File: src/rtl/aes_decipher_sched_pkg.sv
// Shared AES scheduler types: FSM state encoding, key-length codes, round counts.
// Latency: n/a (types and constants only).
// Backpressure: n/a.
package aes_decipher_sched_pkg;

  typedef enum logic [1:0] {
    ST_IDLE   = 2'd0,
    ST_LAUNCH = 2'd1,
    ST_BUSY   = 2'd2,
    ST_RESP   = 2'd3
  } sched_state_t;

  localparam logic AES_128_BIT_KEY = 1'b0;
  localparam logic AES_256_BIT_KEY = 1'b1;

  localparam int unsigned AES128_ROUNDS = 10;
  localparam int unsigned AES256_ROUNDS = 14;

  localparam int unsigned WDOG_W = 8;

  // One captured job: ciphertext, key length and originating requester.
  typedef struct packed {
    logic [127:0] block;
    logic         keylen;
    logic         id;
  } job_t;

  // Round count the engine runs for a given key length.
  function automatic int unsigned aes_num_rounds(input logic keylen);
    return (keylen == AES_256_BIT_KEY) ? AES256_ROUNDS : AES128_ROUNDS;
  endfunction

endpackage

File: src/rtl/aes_decipher_sched_arb.sv
// aes_rr_arb2: two-way round-robin arbiter with a last-grant register.
// Latency: grant is combinational from the requests; last-grant updates on the clock.
// Backpressure: last-grant only advances when the caller actually takes the grant.
module aes_rr_arb2 (
  input  logic clk,
  input  logic rst_n,
  input  logic req0,
  input  logic req1,
  input  logic advance,
  output logic gnt0,
  output logic gnt1,
  output logic gnt_id,
  output logic gnt_any
);

  // Reset to 1 so that requester 0 wins the first contention.
  logic last_gnt;

  // Pick the requester not granted last when both ask; otherwise the lone asker.
  always_comb begin
    gnt_id = 1'b0;
    if (req0 && req1) begin
      gnt_id = ~last_gnt;
    end else if (req1) begin
      gnt_id = 1'b1;
    end
  end

  assign gnt_any = req0 | req1;
  assign gnt0    = gnt_any & ~gnt_id;
  assign gnt1    = gnt_any &  gnt_id;

  // Remember who was served so the other side gets the next contention.
  always_ff @(posedge clk or negedge rst_n) begin
    if (!rst_n) begin
      last_gnt <= 1'b1;
    end else if (advance && gnt_any) begin
      last_gnt <= gnt_id;
    end
  end

endmodule

File: src/rtl/aes_decipher_sched.sv
// aes_decipher_sched: shares one AES decipher engine between two requesters.
// Latency: accept cycle, one launch cycle, engine time, then rsp_valid on the following cycle.
// Backpressure: one job in flight; req*_ready low until the rsp handshake, result held while rsp_ready=0.
// Option: define AES_SCHED_TIMEOUT_EN for the BUSY watchdog and the rsp_err output.
module aes_decipher_sched
  import aes_decipher_sched_pkg::*;
#(
  parameter int unsigned TIMEOUT_CYCLES = 32
) (
  input  logic         clk,
  input  logic         rst_n,
  input  logic         req0_valid,
  output logic         req0_ready,
  input  logic [127:0] req0_block,
  input  logic         req0_keylen,
  input  logic         req1_valid,
  output logic         req1_ready,
  input  logic [127:0] req1_block,
  input  logic         req1_keylen,
  output logic         rsp_valid,
  input  logic         rsp_ready,
  output logic         rsp_id,
  output logic [127:0] rsp_block,
`ifdef AES_SCHED_TIMEOUT_EN
  output logic         rsp_err,
`endif
  output logic         eng_next,
  output logic         eng_keylen,
  output logic [127:0] eng_block,
  input  logic [127:0] eng_new_block,
  input  logic         eng_ready
);

  if (TIMEOUT_CYCLES < 16 || TIMEOUT_CYCLES > 255) begin : g_bad_timeout
    $error("aes_decipher_sched: TIMEOUT_CYCLES must be within 16..255");
  end

  sched_state_t state_q, state_d;
  job_t         job_q;
  logic         in_idle;
  logic         accept;
  logic         eng_done;
  logic         wdog_expire;
  logic         gnt0, gnt1, gnt_id, gnt_any;

  aes_rr_arb2 u_arb (
    .clk     (clk),
    .rst_n   (rst_n),
    .req0    (req0_valid),
    .req1    (req1_valid),
    .advance (in_idle),
    .gnt0    (gnt0),
    .gnt1    (gnt1),
    .gnt_id  (gnt_id),
    .gnt_any (gnt_any)
  );

  // Ready is also gated by rst_n: the FSM sits in IDLE during reset but must not accept.
  assign in_idle    = (state_q == ST_IDLE) && rst_n;
  assign accept     = in_idle && gnt_any;
  assign req0_ready = in_idle && gnt0;
  assign req1_ready = in_idle && gnt1;

  // Engine completion only counts while a job is actually running.
  assign eng_done = (state_q == ST_BUSY) && eng_ready;

`ifdef AES_SCHED_TIMEOUT_EN
  localparam logic [WDOG_W-1:0] WDOG_LIMIT = WDOG_W'(TIMEOUT_CYCLES - 1);
  logic [WDOG_W-1:0] wdog_q;

  // A same-cycle engine result beats the watchdog.
  assign wdog_expire = (state_q == ST_BUSY) && !eng_ready && (wdog_q == WDOG_LIMIT);

  // Watchdog clears on the way into BUSY and counts every BUSY cycle.
  always_ff @(posedge clk or negedge rst_n) begin
    if (!rst_n) begin
      wdog_q <= '0;
    end else if (state_q == ST_LAUNCH) begin
      wdog_q <= '0;
    end else if (state_q == ST_BUSY) begin
      wdog_q <= wdog_q + 1'b1;
    end
  end
`else
  assign wdog_expire = 1'b0;
`endif

  // State register.
  always_ff @(posedge clk or negedge rst_n) begin
    if (!rst_n) begin
      state_q <= ST_IDLE;
    end else begin
      state_q <= state_d;
    end
  end

  // Next-state and decoded FSM outputs.
  always_comb begin
    state_d   = state_q;
    eng_next  = 1'b0;
    rsp_valid = 1'b0;
    case (state_q)
      ST_IDLE: begin
        if (accept) state_d = ST_LAUNCH;
      end
      ST_LAUNCH: begin
        eng_next = 1'b1;
        state_d  = ST_BUSY;
      end
      ST_BUSY: begin
        if (eng_done || wdog_expire) state_d = ST_RESP;
      end
      ST_RESP: begin
        rsp_valid = 1'b1;
        if (rsp_ready) state_d = ST_IDLE;
      end
      default: state_d = ST_IDLE;
    endcase
  end

  // Capture the granted job; it only changes in IDLE so the engine inputs stay put.
  always_ff @(posedge clk or negedge rst_n) begin
    if (!rst_n) begin
      job_q <= '0;
    end else if (accept) begin
      job_q <= '{block:  gnt_id ? req1_block  : req0_block,
                 keylen: gnt_id ? req1_keylen : req0_keylen,
                 id:     gnt_id};
    end
  end

  assign eng_block  = job_q.block;
  assign eng_keylen = job_q.keylen;
  assign rsp_id     = job_q.id;

  // Result register: loaded on completion (or zeroed on abort) and held otherwise.
  always_ff @(posedge clk or negedge rst_n) begin
    if (!rst_n) begin
      rsp_block <= '0;
`ifdef AES_SCHED_TIMEOUT_EN
      rsp_err   <= 1'b0;
`endif
    end else if (eng_done) begin
      rsp_block <= eng_new_block;
`ifdef AES_SCHED_TIMEOUT_EN
      rsp_err   <= 1'b0;
`endif
    end else if (wdog_expire) begin
      rsp_block <= '0;
`ifdef AES_SCHED_TIMEOUT_EN
      rsp_err   <= 1'b1;
`endif
    end
  end

endmodule

File: config.mk
export PLATFORM = sky130hd
export DESIGN_NAME = aes_decipher_sched
export DESIGN_NICKNAME = d
export VERILOG_FILES = /design/src/rtl/aes_decipher_sched_pkg.sv /design/src/rtl/aes_decipher_sched_arb.sv /design/src/rtl/aes_decipher_sched.sv
export SDC_FILE = /design/constraint.sdc
export NUM_CORES = 1
export LEC_CHECK = 0
export BUFFER_PORTS_ARGS = -buffer_cell sky130_fd_sc_hd__buf_4
export CAP_MARGIN = 20
export CORE_AREA = 3 3 257 259
export DETAILED_ROUTE_END_ITERATION = 6
export DIE_AREA = 0 0 260 262
export SETUP_SLACK_MARGIN = 0.1
export SKIP_LAST_GASP = 1
export SLEW_MARGIN = 20
export SYNTH_ARGS = -nofsm -noshare
export SYNTH_HDL_FRONTEND = slang
export SYNTH_SLANG_ARGS = --single-unit
File: constraint.sdc
create_clock -name clk -period 4.83 [get_ports clk]
set_input_delay 1.449 -clock clk [delete_from_list [all_inputs] [get_ports clk]]
set_output_delay 1.449 -clock clk [all_outputs]
set_load 0.01 [all_outputs]
==> impl_results.md, run 1 <==
- Max Slew Vio Count: 0
- DR iter-0 viols: 460
- Cell mode on critical path: buf_4
- Via density: 4.11
- Post-CTS setup buffer count: 0
- Vias in the first global route: 9,815
- Final Hold Vio Count: 0
- Post-synth EDFFs: 0
- # IOs: 654
- Antenna-violating nets left: 0
- H-tree levels: 1
- CP endpoint kind: primary output
- Synth unique cells: 23
- Measured slew at the worst slew-check pin: 0.950 ns
- Category of the most critical setup path: input port to primary output
- Net Sw Frac: 0.334
- Critical Path Fanout Max: 23
- Peak VDD IR: 0.000287 V
- Most numerous cell in the Yosys netlist: dfrtp_1
- RSZ-0062 raised after global routing: false
- Largest net degree at the start of global routing: 132
- Worst Hold Class: flip-flop to flip-flop
- Top FF cell, synth: dfrtp_1
- Commonest cells post-synth: dfrtp_1, mux2_2, and3_1
- Fmax: 0.261 GHz
- Critical path, cell by cell: buf_4 -> a21bo_2 -> nor2_4 -> buf_4
- Clk slew on worst S/H paths: 0.06 ns
- Initial antenna violation count: 11
- Wirelength, routed: 44,400 um
- Critical Path Slowest Stage Cell: a21bo_2
- Synth top area share: 0.612
- Fin cells: 2,266
- First drt pass iteration count: 5
- Clock Latency Late Sink: 0.56 ns
- Site Rows: 93
- Int Power: 0.00714 W
- Final net count: 1,787
- Total Routing Usage GR: 0.118
- First-pass GRT wire length: 61,600 um
- Via count: 9,319
- Placed cells: 2,212
- WP buf/inv: 2
- Overflow after GRT: 0
- Fin crit share: 0.793
- Outcome: complete, no violations
- Slew headroom: 0.367
- DRC Markers: 0
- Worst Path Required: 3.38 ns
- # port buffers: 653
- Hold Path Depth: 1
- CORE AREA: 64,100 um2
- Net Sw Power: 0.00358 W
- Final weighted congestion in routability-driven placement: 0.794
- Die width: 260 um
- TritonCTS clock tree: done
- Total negative slack: 0 ns
- Clock root cell: clkbuf_16
- Layout cell share with drive strength beyond 1: 0.598
- DP HPWL: 33,200 um
- Seq/Total Area, Yosys: 0.615
- LEAKAGE: 8.72 nW
- Combinational Power Share: 0.428
- Area Overhead vs Synth: 63.8%
- Total Die Area: 68,100 um2
- Area contributors post-synth: dfrtp_1, mux2_2, a221o_1, and3_1, a2bb2oi_1
- Async set-reset flop share out of synthesis: 1.00
- Synth Cell Area: 10,600 um2
- Yosys reg bits: 261
- CP Launch Type: input port
- CP Data Arrival Time: 2.38 ns
- Min Tclk post-route: 3.83 ns
- Num CTS Buffers: 31
- Register share of total power: 0.368
- Hold Buf Count CTS: 0
- Clock tree sinks: 261
- Die H: 262 um
- Post-Syn Area per Cell: 13.9 um2
- Pwr Density: 616 nW/um2
- Cell taking the most area after synthesis: dfrtp_1
- Initial Utilization: 0.166
- Ys Warns: 0
- Slowest cell delay on critical path: 0.54 ns
- Worst Clk Skew: 0.0105 ns
- Post_cts resized: 0
- Worst-case clock buffer depth: 3
- Post-Syn Nets: 1,162
- Routed WL per cell: 19.6 um
- Crit path max-delay family: compound AO/OA/AOI/OAI gates
- Post-Syn Instances: 765
- Max-cap violation count: 0
- Reg2Reg Depth: 6
- Crit path depth: 4
- Clk network pwr share: 0.205
- Final setup fails: 0
## per-stage QoR
step,utilization,power [W],area [um2],setup WS [ns],hold WS (ns)
6_report,0.271,0.0107,17400,0.999,0.482
5_1_grt,0.271,0.0113,17400,0.925,0.511
4_1_cts,0.271,0.0109,17400,0.985,0.485
3_5_place_dp,0.256,0.00862,16400,0.983,0.471
3_3_place_gp,0.256,0.00853,16400,0.996,0.467
2_1_floorplan,-,0.00593,10600,1.21,0.503
## state kept, by name (all words and copies together), names as in the netlist
signal          cells
eng_block         128
eng_keylen          1
rsp_block         128
rsp_id              1
state_q             2
u_arb.last_gnt      1
## cell usage in the layout, fill, tap and decap left out, types with 2 or more instances in the layout
master | synthesis | final
buf_4 | 0 | 656
dfrtp_1 | 260 | 260
mux2_2 | 129 | 129
and3_1 | 108 | 107
a221o_1 | 107 | 107
clkbuf_16 | 0 | 31
nand2_1 | 24 | 23
a21oi_1 | 22 | 22
a2bb2oi_1 | 22 | 22
clkbuf_1 | 28 | 9
clkbuf_8 | 0 | 9
ha_1 | 5 | 5
inv_1 | 4 | 4
buf_12 | 0 | 4
diode_2 | 0 | 3
nor2_4 | 0 | 2
a21o_1 | 2 | 2
nor2_1 | 4 | 2
clkinv_2 | 0 | 2
## power by group through the flow
stage,Sequential [W],Combinational (W),Clock (W)
after CTS,0.00394,0.00468,0.00227
final,0.00394,0.00458,0.00219
after global routing,0.00406,0.00490,0.00237
after detailed placement,0.00394,0.00468,0
after floorplan,0.00432,0.00161,0
after global placement,0.00393,0.00460,0
## per-layer routing
| metal | vias to the layer above | GRT usage | part of all wire |
|---|---|---|---|
| li1 | 4162 | - | - |
| met1 | 4550 | 0.130 | 0.37 |
| met2 | 506 | 0.205 | 0.48 |
| met3 | 89 | 0.0444 | 0.11 |
| met4 | 12 | 0.0495 | 0.042 |
| met5 | - | 0 | 0.0016 |
## path summary, 6_finish.rpt
path                                        to  slack [ns]        from
worst min-delay path                    rsp_id        0.48      rsp_id
worst min register to register          rsp_id        0.48      rsp_id
min in group asynchronous        eng_block[43]        1.09       rst_n
worst max register to register  eng_block[101]        2.26  state_q[0]
worst max-delay path                req1_ready         1.0  req1_valid
max in group asynchronous        rsp_block[44]        2.42       rst_n
## cell type report
cell class | count | area (um2)
Clock buffer | 49 | 933
Multi-Input combinational cell | 430 | 3800
Fill cell | 6683 | 46700
Clock inverter | 2 | 10.0
Sequential cell | 261 | 6530
Antenna cell | 3 | 7.51
Tap cell | 855 | 1070
Inverter | 4 | 15.0
Timing Repair Buffer | 662 | 5030
## kinds of logic after synthesis
kind of cell    synth area share
buf+inv                   0.0326
flops                      0.615
compound gates             0.134
simple gates              0.0747
fa+ha+maj                0.00589
mux                        0.138
## worst reg2reg max path: stages, from the launching register on
cell     delay [ns]
dfrtp_1        0.40
inv_1          0.13
ha_1           0.32
and3_4         0.42
buf_4          0.66
and3_1         0.45
a221o_1        0.12
Note: power is estimated with default switching activity, not from simulation.
==> inputs of run 2 (changes only) <==
==> constraint.sdc (replaced) <==
create_clock -name clk -period 3.7 [get_ports clk]
set_input_delay 1.11 -clock clk [delete_from_list [all_inputs] [get_ports clk]]
set_output_delay 1.11 -clock clk [all_outputs]
set_load 0.01 [all_outputs]
==> impl_results.md, run 2 (synthesis results as in run 1) <==
- H-tree levels: 1
- Final setup fails: 0
- Worst-case clock buffer depth: 3
- Clk network pwr share: 0.219
- Setup ws final: 0.589 ns
- Clock Latency Late Sink: 0.58 ns
- Antenna-violating nets left: 0
- Commonest non-fill, non-tap cells in the layout: buf_4, dfrtp_1, mux2_2, and3_1, a221o_1
- Via count: 9,293
- Final weighted congestion in routability-driven placement: 0.854
- Placed inst area: 16,500 um2
- Outcome: complete, no violations
- Fmax: 0.321 GHz
- LEAKAGE: 8.78 nW
- DRC Markers: 0
- TritonCTS clock tree: done
- DP HPWL: 33,100 um
- CP Launch Type: flip-flop
- Num CTS Buffers: 30
- Final Hold Vio Count: 0
- Overflow after GRT: 0
- Post_cts resized: 0
- Measured slew at the worst slew-check pin: 0.940 ns
- Worst Hold Class: flip-flop to flip-flop
- RSZ-0062 raised after global routing: false
- First drt pass iteration count: 4
- Hold Path Depth: 1
- Wirelength, routed: 43,800 um
- Largest net degree at the start of global routing: 138
- Pwr Density: 811 nW/um2
- Net Sw Frac: 0.331
- Hold Buf Count CTS: 0
- Via density: 4.09
- Worst Clk Skew: 0.0228 ns
- Initial antenna violation count: 8
- Reg2Reg Depth: 7
- Max-cap violation count: 0
- Total Routing Usage GR: 0.118
- Fin crit share: 0.841
- Net Sw Power: 0.00471 W
- CP endpoint kind: primary output
- Worst Path Required: 2.59 ns
- Total negative slack: 0 ns
- Combinational Power Share: 0.419
- Commonest non-fill, non-tap cell in the layout: buf_4
- Post-Place Worst Slack: 0.708 ns
- Clk slew on worst S/H paths: 0.06 ns
- Die H: 262 um
- Post-CTS setup buffer count: 0
- CP Data Arrival Time: 2.00 ns
- Final Cell Area: 17,500 um2
- DR iter-0 viols: 505
- Max Slew Vio Count: 0
- Total Die Area: 68,100 um2
- Critical Path Fanout Max: 4
- # IOs: 654
- Min Tclk post-route: 3.11 ns
- Slew headroom: 0.373
- # port buffers: 653
- Die width: 260 um
- Routed WL per cell: 19.3 um
- Int Power: 0.00950 W
- Clock tree sinks: 261
- Vias in the first global route: 9,792
- Reg2reg setup slack: 1.14 ns
- Final net count: 1,788
- Site Rows: 93
- Layout cell share with drive strength beyond 1: 0.606
- Register share of total power: 0.362
- Initial Utilization: 0.166
- Clock root cell: clkbuf_16
- Peak VDD IR: 0.000352 V
- Area Overhead vs Synth: 65.0%
- CORE AREA: 64,100 um2
- First-pass GRT wire length: 61,100 um
- Category of the most critical setup path: flip-flop to primary output
run 2: cell count changes in the layout (fill, tap and decap cells not counted), sizes merged:
cell      change
clkbuf       -10
diode         +1
inv           +1
clkinv        +6
bufinv        +3
clkinvlp      +3
buf           +2
run 2: final timing paths:
check,startpoint,end
worst max-delay path,state_q[0],req0_ready
worst min-delay path,rsp_id,rsp_id
worst max register to register,state_q[0],eng_block[95]
worst min register to register,rsp_id,rsp_id
max in group asynchronous,rst_n,rsp_block[13]
min in group asynchronous,rst_n,eng_block[21]
run 2: layer usage:
| layer | track usage | vias to the layer above | wire (um) | share of wire |
|---|---|---|---|---|
| met4 | 0.0441 | 6 | 1570 | 0.036 |
| met3 | 0.0381 | 72 | 4740 | 0.11 |
| met5 | 0 | - | 41 | 0.00094 |
| met1 | 0.132 | 4537 | 15700 | 0.36 |
| li1 | - | 4172 | - | - |
| met2 | 0.207 | 506 | 21700 | 0.50 |
run 2: cell type report:
cell class                      count  area, um2
Inverter                            4       15.0
Multi-Input combinational cell    430       3790
Tap cell                          855       1070
Clock buffer                       39        875
Timing Repair Buffer              664       5050
Sequential cell                   261       6530
Antenna cell                        4       10.0
Clock inverter                     15        179
Fill cell                        6656      46600
run 2: power groups by stage:
stage	Sequential [W]	Combinational (W)	Clock, W
CTS	0.00516	0.00610	0.00323
finish	0.00515	0.00596	0.00311
global placement	0.00514	0.00600	0
floorplan	0.00564	0.00210	0
global route	0.00531	0.00640	0.00334
detailed placement	0.00516	0.00611	0
run 2: worst max-delay path: stages, from the launching register on:
cell,delay (ns)
dfrtp_1,0.40
inv_1,0.13
ha_1,0.31
and3_4,0.23
and2_1,0.17
buf_4,0.18
run 2: through the flow:
step / utilization / hold slack [ns] / power, W / cells
3_5_place_dp: 0.257 / 0.476 / 0.0113 / 2214
2_1_floorplan: - / 0.503 / 0.00774 / 765
3_3_place_gp: 0.257 / 0.464 / 0.0111 / 2214
4_1_cts: 0.273 / 0.494 / 0.0145 / 2268
5_1_grt: 0.273 / 0.522 / 0.0150 / 2268
6_report: 0.273 / 0.499 / 0.0142 / 2272
